===== config.mk =====
export PLATFORM = sky130hd
export DESIGN_NAME = bcd_countdown_timer
export DESIGN_NICKNAME = d
export VERILOG_FILES = /design/src/rtl/bcd_countdown_timer.sv
export SDC_FILE = /design/constraint.sdc
export NUM_CORES = 1
export LEC_CHECK = 0
export BUFFER_PORTS_ARGS = -buffer_cell sky130_fd_sc_hd__buf_4
export CORE_UTILIZATION = 49
export DETAILED_ROUTE_END_ITERATION = 12
export HOLD_SLACK_MARGIN = 0.05
export PLACE_DENSITY = 0.77
export SLEW_MARGIN = 20
export SYNTH_ARGS = -nofsm -noshare
export SYNTH_HDL_FRONTEND = slang
export SYNTH_SLANG_ARGS = --single-unit

===== constraint.sdc =====
create_clock -name clock -period 2.05 [get_ports clock]
set_input_delay 0.205 -clock clock [delete_from_list [all_inputs] [get_ports clock]]
set_output_delay 0.205 -clock clock [all_outputs]
set_load 0.01 [all_outputs]

===== src/rtl/bcd_countdown_timer.sv =====
// Two-digit BCD countdown timer with a RUN-cycle prescaler, pause/abort control
// and rejection of non-BCD load values.
module bcd_countdown_timer #(
   parameter int TICK_DIV = 1
) (
   input  logic       clock,
   input  logic       reset,
   input  logic       start,
   input  logic       pause,
   input  logic       abort,
   input  logic [3:0] load_ones,
   input  logic [3:0] load_tens,
   output logic [3:0] count_ones,
   output logic [3:0] count_tens,
   output logic       busy,
   output logic       done,
   output logic       load_err
);

   localparam int PW = (TICK_DIV > 1) ? $clog2(TICK_DIV) : 1;
   localparam logic [PW-1:0] TICK_LAST = PW'(TICK_DIV - 1);

   typedef enum logic [1:0] {
      IDLE   = 2'd0,
      RUN    = 2'd1,
      PAUSED = 2'd2,
      DONE   = 2'd3
   } state_t;

   state_t          state_reg, state_next;
   logic [PW-1:0]   presc_reg, presc_next;
   logic [3:0]      ones_reg, ones_next;
   logic [3:0]      tens_reg, tens_next;
   logic            err_reg, err_next;
   logic            tick;
   logic            load_ok;

   assign tick    = (presc_reg == TICK_LAST);
   assign load_ok = (load_ones <= 4'd9) && (load_tens <= 4'd9);

   always_ff @(posedge clock) begin
      if (reset) begin
         state_reg <= IDLE;
         presc_reg <= '0;
         ones_reg  <= 4'd0;
         tens_reg  <= 4'd0;
         err_reg   <= 1'b0;
      end else begin
         state_reg <= state_next;
         presc_reg <= presc_next;
         ones_reg  <= ones_next;
         tens_reg  <= tens_next;
         err_reg   <= err_next;
      end
   end

   always_comb begin
      state_next = state_reg;
      presc_next = presc_reg;
      ones_next  = ones_reg;
      tens_next  = tens_reg;
      err_next   = 1'b0;
      case (state_reg)
         IDLE: begin
            if (start) begin
               if (load_ok) begin
                  ones_next  = load_ones;
                  tens_next  = load_tens;
                  presc_next = '0;
                  state_next = (load_ones == 4'd0 && load_tens == 4'd0) ? DONE : RUN;
               end else begin
                  err_next = 1'b1;
               end
            end
         end
         RUN, PAUSED: begin
            // pause gates cycle by cycle: a cycle with pause low counts even
            // when it is the one that leaves PAUSED
            if (abort) begin
               ones_next  = 4'd0;
               tens_next  = 4'd0;
               presc_next = '0;
               state_next = IDLE;
            end else if (pause) begin
               state_next = PAUSED;
            end else begin
               state_next = RUN;
               presc_next = tick ? '0 : presc_reg + PW'(1);
               if (tick) begin
                  if (ones_reg != 4'd0) begin
                     ones_next = ones_reg - 4'd1;
                  end else begin
                     ones_next = 4'd9;
                     tens_next = tens_reg - 4'd1;
                  end
                  if (tens_reg == 4'd0 && ones_reg == 4'd1) state_next = DONE;
               end
            end
         end
         DONE: begin
            state_next = IDLE;
         end
         default: begin
            state_next = IDLE;
         end
      endcase
   end

   assign count_ones = ones_reg;
   assign count_tens = tens_reg;
   assign busy       = (state_reg == RUN) || (state_reg == PAUSED);
   assign done       = (state_reg == DONE);
   assign load_err   = err_reg;

endmodule


==> run_results.csv <==
group,metric,value,unit
flow_run,maxCapViolCount,0,
global_route,first_global_vias,774,
floorplanning,die_x,42.2,um
yosys,yosysWarningCount,0,
floorplanning,initial_core_util,52.6,%
global_route,grt_pass1_wl,3.54,mm
yosys,synth_fp_nets,112,
cts,hold_buffers,0,
global_route,grt_max_degree,13,
cts,clk_pin_slew,0.08,ns
yosys,synthDistinctLibCells,35,
drt,first_pass_iters,4,
setup_path,crit_chain,"inv_1, ha_1, nand2b_1, o21ai_4, a2111oi_0, a211oi_1",
yosys,synth_top_area_share,27.8,%
yosys,yosysTopAreaCell,"dfxtp_1",
place,dpl.hpwl,1.59,mm
timing,skew,0.00408,ns
global_route,overflow,0,
cts,clock_latency,0.27,ns
global_route,antenna_found_initial,0,
drt,final_antenna_net_count,0,
yosys,syn_area,792,um2
final_layout,diodes,0,
yosys,avgSynthCellArea,8.43,um2
floorplanning,dieArea,1780,um2
timing,rsz0062_at_grt,"no",
cts,cts_buffers,3,
yosys,postSynthRegisterBits,11,
pwr,irDropWorstVdd,0.000756,V
final_layout,postLayoutCellArea,995,um2
drt,routedWlPerCell,15.3,um
yosys,synth_edf_count,0,
pwr,p_leak,0.000420,uW
final_layout,nNetsFinal,137,
outcome,status,"completed",
timing,maxSlewHeadroom,72.5,%
cts,clockBufferDepth,2,
place,place_congestion,0.936,
place,dpl_worst_slack,0.229,ns
yosys,synth-async-reset-ratio,0,%
setup_path,cp.arrival,2.01,ns
setup_path,crit_fanout,10,
drt,first_iter_violations,19,
timing,fin_crit_sh,90.9,%
timing,fin_setup_tns,0,ns
final_layout,drive_gt1_share,28.0,%
setup_path,worstPathBufferInverterCount,1,
floorplanning,boundaryPins,24,
setup_path,cpPeakStageDelay,0.43,ns
timing,setup_viol,0,
final_layout,layout_commonest_cell,"buf_4",
floorplanning,coreArea,1510,um2
final_layout,fin_util,66.0,%
yosys,seq_area_frac_synth,27.8,%
setup_path,cpLargestDelayFamily,"compound AO/OA/AOI/OAI gates",
global_route,gr-usage-all-layers,25.6,%
yosys,postSynthCellCount,94,
yosys,synthTopCellsByArea,"dfxtp_1 28%, ha_1 7.9%, o311ai_0 5.5%",
drt,vias_per_cell,6.29,
pwr,p_per_area,1470,nW/um2
setup_path,worstPathRequired,2.20,ns
timing,max_freq,537,MHz
final_layout,area_delta_synth_final,25.6,%
cts,postCtsSetupBuffers,0,
yosys,synth_flop_cell,"dfxtp_1",
final_layout,final_cell_mix,"24 x buf_4, 11 x inv_1, 11 x dfxtp_1",
setup_path,criticalPathCategory,"reg -> reg",
setup_path,critPathSlowestCell,"a2111oi_0",
timing,maxSlewViolCount,0,
drt,wl,2.05,mm
timing,setup_ws,0.188,ns
cts,cts.sinks,11,
cts,htree_levels,1,
drt,num_vias,843,
floorplanning,rows,14,
drt,post-route-drc-count,0,
timing,hold_ws,0.193,ns
timing,tightestPinTransition,0.403,ns
timing,min_period,1.86,ns
cts,cts_tree,"built",
cts,cts_root_buf,"clkbuf_4",
timing,final_hold_viol_count,0,
place,port_buffers,23,
setup_path,start_kind,"register",
cts,cts_resized,0,
worst_hold_path,worstHoldPathType,"in -> reg",
setup_path,endpoint_kind,"register",
place,placed_area,968,um2
floorplanning,fp.dieH,42.2,um
==> worst paths after layout <==
kind                                     end  slack (ns)                 startpoint  cells past startpoint
setup / recovery  count_ones[0]$_SDFFE_PP0P_        0.19  state_reg[0]$_SDFFE_PP0P_                      6
hold / removal           load_err$_SDFF_PP0_        0.19                      start                      3
setup reg to reg  count_ones[0]$_SDFFE_PP0P_        0.19  state_reg[0]$_SDFFE_PP0P_                      6
hold reg to reg    state_reg[0]$_SDFFE_PP0P_        0.54  state_reg[0]$_SDFFE_PP0P_                      2
==> cells by family (layout without fill, tap and decap cells) <==
logic type                 count (synthesis)  after routing  share of synthesized area, %
buffers and inverters                     15             39                          8.21
AOI/OAI and AO/OA                         38             38                          37.0
DFF                                       11             11                          27.8
adders and majority gates                  5              5                          7.90
and+or+nand+nor                           25             25                          19.1
==> power breakdown <==
part / internal [uW] / switching [uW] / leakage (uW) / total (uW)
Combinational: 404 / 492 / 0.000315 / 896
Sequential: 296 / 112 / 0.0000906 / 408
Clock: 75.5 / 81.3 / 0.0000150 / 157
==> final cells by class <==
class                   count  area (um2)
clock buffers               4        26.3
fillers                   124         512
inverters                  11        41.3
multi-input cells          68         507
flip-flops and latches     11         220
well taps                  16        20.0
repair buffers             24         180
==> metrics by stage <==
| step | total power (uW) | cells |
|---|---|---|
| floorplan | 1020 | 94 |
| global placement | 1290 | 130 |
| detailed placement | 1290 | 130 |
| CTS | 1440 | 134 |
| global route | 1580 | 134 |
| finish | 1460 | 134 |
==> worst reg2reg max path: stages, from the launching register on <==
cell       delay, ns
dfxtp_1         0.34
inv_1           0.08
ha_1            0.35
nand2b_1        0.34
o21ai_4         0.12
a2111oi_0       0.43
a211oi_1        0.09
==> layer usage <==
metal / up-vias / track usage (%) / routed length (um)
met5: - / 0 / 0
met4: 0 / 9.38 / 29
met3: 5 / 3.88 / 147
met2: 43 / 39.4 / 966
met1: 383 / 36.1 / 906
li1: 412 / - / -
==> cells in the mapped netlist, drive strengths merged, types with 2 or more instances <==
library cell and count:
o21ai 3, a21o 2, clkbuf 2, o311ai 5, nand2 3, a211oi 3
dfxtp 11, nand2b 2, nor3 4, inv 11, a31oi 2, ha 5
buf 2, nor2 8, o31ai 5, nor4b 2, a21oi 8, nor4 3
(Power assumes the default switching activity.)
